===== config.mk =====
export PLATFORM = sky130hd
export DESIGN_NAME = lift_ctrl_fsm
export DESIGN_NICKNAME = d
export VERILOG_FILES = /design/src/rtl/lift_ctrl_fsm.sv
export SDC_FILE = /design/constraint.sdc
export NUM_CORES = 1
export LEC_CHECK = 0
export ABC_AREA = 1
export CAP_MARGIN = 5
export CORE_UTILIZATION = 55
export CTS_BUF_LIST = sky130_fd_sc_hd__clkbuf_8
export CTS_CLUSTER_DIAMETER = 80
export DETAILED_ROUTE_END_ITERATION = 10
export PLACE_DENSITY = 0.83
export SLEW_MARGIN = 10
export SYNTH_ARGS = -nofsm -noshare
export SYNTH_HDL_FRONTEND = slang
export SYNTH_SLANG_ARGS = --single-unit

===== constraint.sdc =====
create_clock -name clk -period 4.15 [get_ports clk]
set_input_delay 0.6225 -clock clk [delete_from_list [all_inputs] [get_ports clk]]
set_output_delay 0.6225 -clock clk [all_outputs]
set_load 0.03 [all_outputs]

===== src/rtl/lift_ctrl_fsm.sv =====
// Purpose : directional-collective sequencing controller for a single 6-floor lift car.
// Latency : every output is registered; a decision on the sampled Sensor/call inputs appears one edge later.
// Backpr. : none; Sensor and the call vectors are level inputs, and OpenDoor acts as the clear strobe back to the call register.
//
// Ports
//   clk, rst        clock (rising edge) and synchronous active-high reset
//   Sensor[5:0]     one-hot floor alignment; 0 means the car is between floors
//   Hall_call_Up    latched up-calls, bit i = floor i (floors 0..4)
//   Hall_call_Down  latched down-calls, bit i = floor i (floors 1..5)
//   Car_call        latched in-car calls, bit i = floor i (floors 0..5)
//   Motor_up/down   motor drive; OpenDoor is the door drive and the call-clear strobe
//   Dir_up          current travel preference; Floor is the last valid floor; Fault is sticky
module lift_ctrl_fsm #(
  parameter int DOOR_CYCLES = 8,
  parameter int TIMER_W     = 4
) (
  input  logic       clk,
  input  logic       rst,
  input  logic [5:0] Sensor,
  input  logic [4:0] Hall_call_Up,
  input  logic [5:1] Hall_call_Down,
  input  logic [5:0] Car_call,
  output logic       Motor_up,
  output logic       Motor_down,
  output logic       OpenDoor,
  output logic       Dir_up,
  output logic [2:0] Floor,
  output logic       Fault
);

  localparam logic [1:0] ST_IDLE   = 2'd0;
  localparam logic [1:0] ST_UP     = 2'd1;
  localparam logic [1:0] ST_DOWN   = 2'd2;
  localparam logic [1:0] ST_DOOR   = 2'd3;

  localparam logic [TIMER_W-1:0] TIMER_LAST = TIMER_W'(DOOR_CYCLES - 1);

  logic [1:0]         state;
  logic [1:0]         state_nxt;
  logic               dir_nxt;
  logic               left;
  logic [TIMER_W-1:0] timer;

  // Floors strictly above f.
  function automatic logic [5:0] mask_above(input logic [2:0] f);
    mask_above = 6'b111111 << (f + 3'd1);
  endfunction

  // Floors strictly below f.
  function automatic logic [5:0] mask_below(input logic [2:0] f);
    logic [5:0] one_hot;
    one_hot    = 6'b000001 << f;
    mask_below = one_hot - 6'd1;
  endfunction

  // ------------------------------------------------------------------
  // Sensor decode. A multi-hot pattern is a sensor fault; it is treated
  // exactly like "between floors" so it can never trigger a stop.
  // ------------------------------------------------------------------
  logic       sensor_multi;
  logic       sensor_ok;
  logic [2:0] sensor_idx;

  always_comb begin
    sensor_idx = 3'd0;
    for (int i = 0; i < 6; i++) begin
      if (Sensor[i]) begin
        sensor_idx = 3'(i);
      end
    end
    sensor_multi = (Sensor & (Sensor - 6'd1)) != 6'd0;
    sensor_ok    = (Sensor != 6'd0) && !sensor_multi;
  end

  // ------------------------------------------------------------------
  // Request sets. Hall calls are re-based onto a 6-bit floor vector so
  // every set can be masked by floor index uniformly.
  // ------------------------------------------------------------------
  logic [5:0] up_ext;
  logic [5:0] dn_ext;
  logic [5:0] req;
  logic       here;
  logic       above;
  logic       below;

  assign up_ext = {1'b0, Hall_call_Up};
  assign dn_ext = {Hall_call_Down, 1'b0};
  assign req    = Car_call | up_ext | dn_ext;

  assign here  = |(req & (6'b000001 << Floor));
  assign above = |(req & mask_above(Floor));
  assign below = |(req & mask_below(Floor));

  // Direction choice shared by IDLE and door close; a tie keeps Dir_up.
  logic go_up;
  logic go_down;

  assign go_up   = above && (Dir_up || !below);
  assign go_down = !go_up && below;

  // ------------------------------------------------------------------
  // Stop decision at the floor being sensed right now. Only valid once
  // the car has left its departure floor (left=1).
  // ------------------------------------------------------------------
  logic [5:0] sel;
  logic       req_at;
  logic       stop_up;
  logic       stop_down;

  assign sel    = 6'b000001 << sensor_idx;
  assign req_at = |(req & sel);

  // The terminal floor always stops the car: there is nowhere further to go.
  assign stop_up = sensor_ok && left &&
                   ((|((Car_call | up_ext) & sel)) ||
                    (req_at && !(|(req & mask_above(sensor_idx)))) ||
                    (sensor_idx == 3'd5));

  assign stop_down = sensor_ok && left &&
                     ((|((Car_call | dn_ext) & sel)) ||
                      (req_at && !(|(req & mask_below(sensor_idx)))) ||
                      (sensor_idx == 3'd0));

  // ------------------------------------------------------------------
  // Next-state logic.
  // ------------------------------------------------------------------
  always_comb begin
    state_nxt = state;
    dir_nxt   = Dir_up;
    case (state)
      ST_IDLE: begin
        if (here) begin
          state_nxt = ST_DOOR;
        end else if (go_up) begin
          state_nxt = ST_UP;
          dir_nxt   = 1'b1;
        end else if (go_down) begin
          state_nxt = ST_DOWN;
          dir_nxt   = 1'b0;
        end
      end

      // A non-terminal stop always has req_at set, so req_at alone decides
      // between opening the door and parking at an empty terminal floor.
      ST_UP: begin
        if (stop_up) begin
          state_nxt = req_at ? ST_DOOR : ST_IDLE;
        end
      end

      ST_DOWN: begin
        if (stop_down) begin
          state_nxt = req_at ? ST_DOOR : ST_IDLE;
        end
      end

      // Calls at this floor are being cleared by OpenDoor, so 'here' is
      // deliberately ignored at close; it must not hold the door open.
      ST_DOOR: begin
        if (timer == TIMER_LAST) begin
          if (go_up) begin
            state_nxt = ST_UP;
            dir_nxt   = 1'b1;
          end else if (go_down) begin
            state_nxt = ST_DOWN;
            dir_nxt   = 1'b0;
          end else begin
            state_nxt = ST_IDLE;
          end
        end
      end

      default: begin
        state_nxt = ST_IDLE;
      end
    endcase
  end

  // ------------------------------------------------------------------
  // State and registered outputs. Outputs decode state_nxt so the motor
  // drops and the door rises on the same edge.
  // ------------------------------------------------------------------
  always_ff @(posedge clk) begin
    if (rst) begin
      state      <= ST_IDLE;
      Motor_up   <= 1'b0;
      Motor_down <= 1'b0;
      OpenDoor   <= 1'b0;
      Dir_up     <= 1'b1;
      Floor      <= 3'd0;
      Fault      <= 1'b0;
      timer      <= '0;
      left       <= 1'b0;
    end else begin
      state      <= state_nxt;
      Dir_up     <= dir_nxt;
      Motor_up   <= (state_nxt == ST_UP);
      Motor_down <= (state_nxt == ST_DOWN);
      OpenDoor   <= (state_nxt == ST_DOOR);

      if (sensor_ok) begin
        Floor <= sensor_idx;
      end
      if (sensor_multi) begin
        Fault <= 1'b1;
      end

      // Timer runs only while the door stays open; it is zero on entry.
      if (state == ST_DOOR && state_nxt == ST_DOOR) begin
        timer <= timer + 1'b1;
      end else begin
        timer <= '0;
      end

      // 'left' masks the departure floor: cleared on entering a move,
      // set the first time the car is seen between floors.
      if ((state_nxt == ST_UP || state_nxt == ST_DOWN) && state_nxt != state) begin
        left <= 1'b0;
      end else if ((state == ST_UP || state == ST_DOWN) && !sensor_ok) begin
        left <= 1'b1;
      end
    end
  end

endmodule


==> results of run 1 <==
## path summary, 6_finish.rpt
check,cells past startpoint,endpoint,start,slack (ps)
hold / removal,1,timer[0],timer[0],460
setup / recovery,29,timer[3],Sensor[1],390
hold reg to reg,1,timer[0],timer[0],460
setup reg to reg,22,timer[3],Floor[1],1280
## report_power, final
part           switching (mW)  internal [mW]
combinational           0.234          0.148
clock                  0.0481         0.0654
sequential             0.0197          0.167
## per-stage QoR
step | power (mW) | cells | hold WS (ps)
final | 0.683 | 384 | 456
after global routing | 0.737 | 384 | 480
after CTS | 0.675 | 384 | 463
after detailed placement | 0.556 | 380 | 451
after global placement | 0.549 | 380 | 441
after floorplan | 0.448 | 302 | 418
## synth_stat cells (all sizes together)
cell / count / area share
nor2: 35 / 0.083
nor3: 1 / 0.0028
nand2: 89 / 0.20
inv: 56 / 0.12
nor3b: 1 / 0.0042
a211oi: 1 / 0.0042
o21bai: 1 / 0.0042
dfxtp: 15 / 0.17
nand3: 32 / 0.095
nand3b: 2 / 0.0083
a21oi: 12 / 0.042
or2: 1 / 0.0049
o221ai: 1 / 0.0049
o21ai: 22 / 0.063
o211ai: 2 / 0.0083
o2111ai: 1 / 0.0049
clkinv: 1 / 0.0021
ha: 24 / 0.17
nand4: 3 / 0.010
o21a: 1 / 0.0042
a31oi: 1 / 0.0035
## sequential cells by signal (all words and copies together) (netlist names)
name	cells
Dir_up	1
Fault	1
Floor	3
Motor_down	1
Motor_up	1
OpenDoor	1
left	1
state	2
timer	4
## routing by layer
| layer | global-route usage | part of all wire |
|---|---|---|
| met2 | 0.497 | 0.48 |
| met5 | 0 | 0 |
| met4 | 0.102 | 0.016 |
| met1 | 0.317 | 0.46 |
| met3 | 0.0328 | 0.049 |
## kinds of logic (layout without fill, tap and decap cells)
kind of cell	count (synthesis)	after routing	synth area share
AND/OR/NAND/NOR	164	164	0.408
AO/OA/AOI/OAI	42	42	0.139
flip-flops	15	15	0.167
adder cells (fa/ha/maj)	24	24	0.167
buffers and inverters	57	95	0.119
## final cells by class
type,count,share of cell area
well taps,44,0.0246
repair buffers,34,0.149
clock inverters,1,0.00168
inverters,57,0.0956
multi-input cells,230,0.577
clock buffers,3,0.0184
flip-flops and latches,15,0.134
## worst max-delay path: cells and delay by family
| family | cells | cell delay, ps |
|---|---|---|
| and+or+nand+nor | 14 | 1250 |
| buffers and inverters | 8 | 940 |
| adders and majority gates | 3 | 640 |
| AOI/OAI and AO/OA | 4 | 490 |
==> impl_metrics.csv, run 1 <==
group,metric,value,unit
global_route,grt_pass1_vias,1877,
worst_hold_path,hold_class,"reg2reg",
cts,ctsRootBufferMaster,"clkbuf_8",
routing,dr.pass1.iters,5,
run,max-cap-violations,0,
floorplan,ios,32,
sta,tightest_slew,370,ps
finish,fin_nets,389,
worst_setup_path,cp-start-kind,"primary input",
place,place.gp.congestion,0.886,
sta,worst_slack,390,ps
pwr,vdd_drop_max,0.359,mV
global_route,antenna_found_initial,0,
cts,clockBufferDepth,2,
worst_setup_path,crit_path_top_delay_cell,"clkdlybuf4s50_1",
floorplan,die_area,3500,sq um
worst_setup_path,path_class,"in2reg",
sta,rsz0062_at_grt,"false",
place,dpl-instance-area,2190,sq um
cts,clock_latency,250,ps
cts,ctsHoldBuffers,0,
floorplan,initial_utilization,0.584,
yosys,synth_cell_types,30,
global_route,grt_overflow,0,
yosys,syn_inst,302,
run_status,status,"finished, final reports clean",
sta,period_share,0.906,
floorplan,die_h,59.2,um
finish,num-fill-cells,279,
routing,wirelength,4.45,mm
cts,cts_tree,"yes",
yosys,syn_area,1800,sq um
pwr,leakage,1.15,nW
global_route,grt_usage,0.270,
cts,post-cts-setup-buffers,0,
sta,fmax,266,MHz
finish,final_cell_mix,"nand2_1, inv_1, nor2_1, clkdlybuf4s50_1, nand3_1",
routing,final_antenna_net_count,0,
place,hpwlAfterDp,3.50,mm
place,place_worst_setup_slack,182,ps
yosys,ys_seq_area_frac,0.167,
sta,tns,0,ps
cts,ctsResizeCount,0,
pwr,p_per_area,305,nW/um^2
sta,hold_viol_final,0,
worst_setup_path,arrival,3940,ps
routing,vias,1981,
cts,cts_max_level,1,
sta,final_max_slew_viol_count,0,
yosys,syn-num-nets,350,
floorplan,core_area,3080,sq um
floorplan,fp.dieW,59.2,um
global_route,grt_first_pass_wirelength,7.38,mm
routing,route.detailed.drc,0,
global_route,grt_max_degree,10,
yosys,synth_area_per_cell,5.95,sq um
cts,cts.reportedPaths.clkPinSlew,50,ps
place,io_buffers,31,
finish,multiInputGateArea,1290,sq um
finish,area_delta_synth_final,24.5,%
finish,layout.cells.most_common,"nand2_1",
finish,final_core_util,0.727,
routing,routed_via_density,5.16,
floorplan,fp-row-count,20,
finish,final_area,2240,sq um
routing,drt-initial-drc-count,143,
finish,antenna_cells,0,
worst_setup_path,critPathRequiredTime,4330,ps
finish,seq_area,300,sq um
cts,cts_inserted_buffers,3,
sta,setup_viol,0,
worst_setup_path,critical_path.max_stage_delay,470,ps
sta,worst_clock_skew,5.98,ps
worst_setup_path,critical_path.max_fanout,4,
routing,wl_per_cell,11.6,um
yosys,synth_warnings,0,
cts,cts.sinks,15,
sta,slew_headroom,0.753,
finish,drive_gt1_frac,0.0794,
worst_setup_path,endpoint_kind,"register",
yosys,ys_ff_latch,15,
sta,period_needed,3760,ps
No activity file was read; power rests on OpenSTA's default activity.
==> run 2: changes to the inputs <==
==> constraint.sdc (replaced) <==
create_clock -name clk -period 4.15 [get_ports clk]
set_input_delay 0.83 -clock clk [delete_from_list [all_inputs] [get_ports clk]]
set_output_delay 0.83 -clock clk [all_outputs]
set_load 0.03 [all_outputs]
==> run 2 against run 1 <==
  * Flip-flop and latch count unchanged
  * Sequential share of layout area decreased by 0.42 points
  * Non-clock buffer count is 6 higher
  * Setup slack got worse by 140 ps
  * Final cell count increased by 1.6%
  * Sequential power about the same
  * Via count up 0.35%
  * Fmax down 3.6%
  * Clock skew is 0.80 ps lower
  * Critical path type unchanged
==> impl_metrics.csv, run 2 (synthesized netlist as in run 1, its figures left out) <==
group,metric,value,unit
finish,final_cells,390,
global_route,grt_first_pass_wirelength,7.35,mm
place,place_worst_setup_slack,-49.0,ps
sta,period_share,0.940,
floorplan,initial_utilization,0.584,
pwr,leakage,1.17,nW
sta,final_max_slew_viol_count,0,
routing,routed_via_density,5.10,
cts,ctsRootBufferMaster,"clkbuf_8",
finish,layout.cells.most_common,"nand2_1",
cts,ctsHoldBuffers,0,
floorplan,die_h,59.2,um
cts,cts.sinks,15,
worst_hold_path,worstHoldStart,"timer[0]",
worst_setup_path,endpoint_kind,"register",
sta,worst_clock_skew,5.17,ps
worst_setup_path,r2r_start,"Floor[1]",
cts,clock_latency,250,ps
worst_setup_path,critical_path.max_fanout,4,
routing,drt-initial-drc-count,106,
worst_setup_path,arrival,4080,ps
finish,largest_reg_flops,4,
cts,clockBufferDepth,2,
worst_setup_path,path_class,"in2reg",
sta,tightest_slew,357,ps
run,max-cap-violations,0,
worst_setup_path,rrSetupSlack,1290,ps
global_route,antenna_found_initial,0,
global_route,grt_pass1_vias,1779,
finish,final_cell_mix,"nand2_1, inv_1, clkdlybuf4s50_1",
worst_setup_path,critPathRequiredTime,4330,ps
finish,fin_nets,395,
sta,slew_headroom,0.762,
global_route,grt_usage,0.272,
routing,wirelength,4.53,mm
routing,wl_per_cell,11.6,um
finish,regMostFlops,"timer",
place,place.gp.congestion,0.881,
worst_setup_path,reg2regPathDepth,20,
global_route,grt_overflow,0,
floorplan,fp.dieW,59.2,um
floorplan,fp-row-count,20,
cts,cts.reportedPaths.clkPinSlew,60,ps
place,hpwlAfterDp,3.48,mm
routing,route.detailed.drc,0,
worst_setup_path,r2r-end,"timer[3]",
cts,cts_inserted_buffers,3,
sta,fmax,256,MHz
pwr,p_total,0.701,mW
finish,final_core_util,0.751,
place,dp.cells,384,
cts,cts_max_level,1,
place,io_buffers,31,
finish,area_delta_synth_final,28.5,%
routing,final_antenna_net_count,0,
routing,vias,1988,
global_route,grt_max_degree,10,
worst_setup_path,cp-start-kind,"primary input",
sta,setup_viol,0,
routing,dr.pass1.iters,4,
worst_hold_path,hold_depth,1,
finish,drive_gt1_frac,0.110,
floorplan,die_area,3500,sq um
worst_hold_path,hold_class,"reg2reg",
run_status,status,"finished, final reports clean",
sta,hold_viol_final,0,
floorplan,ios,32,
pwr,vdd_drop_max,0.341,mV
finish,antenna_cells,0,
worst_hold_path,holdPathEnd,"timer[0]",
floorplan,core_area,3080,sq um
cts,cts_tree,"yes",
finish,reg.largest.list,"timer: 4 flops, Floor: 3 flops, state: 2 flops",
sta,worst_slack,249,ps
pwr,p_per_area,303,nW/um^2
sta,period_needed,3900,ps
-- run 2: changes by cell type in the layout (fill, tap and decap cells not counted), sizes merged --
cell / before / now
buf: 3 / 9
-- run 2: cell type report --
| type | count | area, sq um |
|---|---|---|
| flip-flops and latches | 15 | 300 |
| repair buffers | 40 | 378 |
| inverters | 57 | 214 |
| clock buffers | 3 | 41.3 |
| multi-input cells | 230 | 1320 |
| fillers | 257 | 767 |
| clock inverters | 1 | 3.75 |
| well taps | 44 | 55.1 |
-- run 2: worst max path at each step --
stage	from	to	cells past startpoint
floorplan	Sensor[4]	timer[3]	27
global placement	Sensor[1]	timer[3]	29
detailed placement	Sensor[1]	timer[3]	29
CTS	Sensor[1]	timer[3]	29
global route	Sensor[3]	timer[3]	28
finish	Sensor[3]	timer[3]	28
-- run 2: critical path, cell delays in order --
cell and delay [ps]:
clkdlybuf4s50_1 430, inv_1 90, o21ai_1 70, a21oi_1 190
buf_4 140, buf_4 110, ha_2 200, nand2_2 90
ha_1 290, inv_1 30, nand2_1 50, nand2_1 50
nand3b_1 140, nor2_1 100, nand2_1 50, nand2_1 80
nand2_1 80, nand2_1 60, nand3_1 70, nand2_2 90
nand2_2 90, inv_1 90, ha_1 150, inv_1 50
nor2_2 100, nand2_2 90, o21bai_1 150, a21oi_1 120
-- run 2: power by group --
| part | switching [mW] | total [mW] | internal, mW | leakage (nW) |
|---|---|---|---|---|
| sequential | 0.0184 | 0.186 | 0.167 | 0.123 |
| clock | 0.0523 | 0.118 | 0.0656 | 0.0269 |
| combinational | 0.241 | 0.397 | 0.156 | 1.02 |
-- run 2: per-stage QoR --
stage	setup TNS (ps)	hold slack (ps)	area (sq um)
3_5_place_dp	-49.0	442	2220
6_report	0	462	2310
2_1_floorplan	0	418	1800
3_3_place_gp	0	465	2220
5_1_grt	-28.5	506	2310
4_1_cts	0	466	2260
-- run 2: layer usage --
layer	vias up	routed length [um]	GRT usage
li1	1051	-	-
met1	872	2120	0.330
met2	56	2160	0.510
met4	0	53	0.0544
met5	-	0	0
met3	9	196	0.0349
-- run 2: what timing repair did --
action	4_1_cts	5_1_grt
setup endpoints to repair	0	4
resized for setup	0	10
buffers inserted	0	2
==> run 3: changes to the inputs <==
--- a/config.mk
+++ b/config.mk
@@ -11,6 +11,7 @@
 export CTS_BUF_LIST = sky130_fd_sc_hd__clkbuf_8
 export CTS_CLUSTER_DIAMETER = 80
 export DETAILED_ROUTE_END_ITERATION = 10
+export GPL_ROUTABILITY_DRIVEN = 0
 export PLACE_DENSITY = 0.83
 export SLEW_MARGIN = 10
 export SYNTH_ARGS = -nofsm -noshare
==> results of run 3 <==
Same layout as run 2: the final DEF is identical, and so are final timing and power.
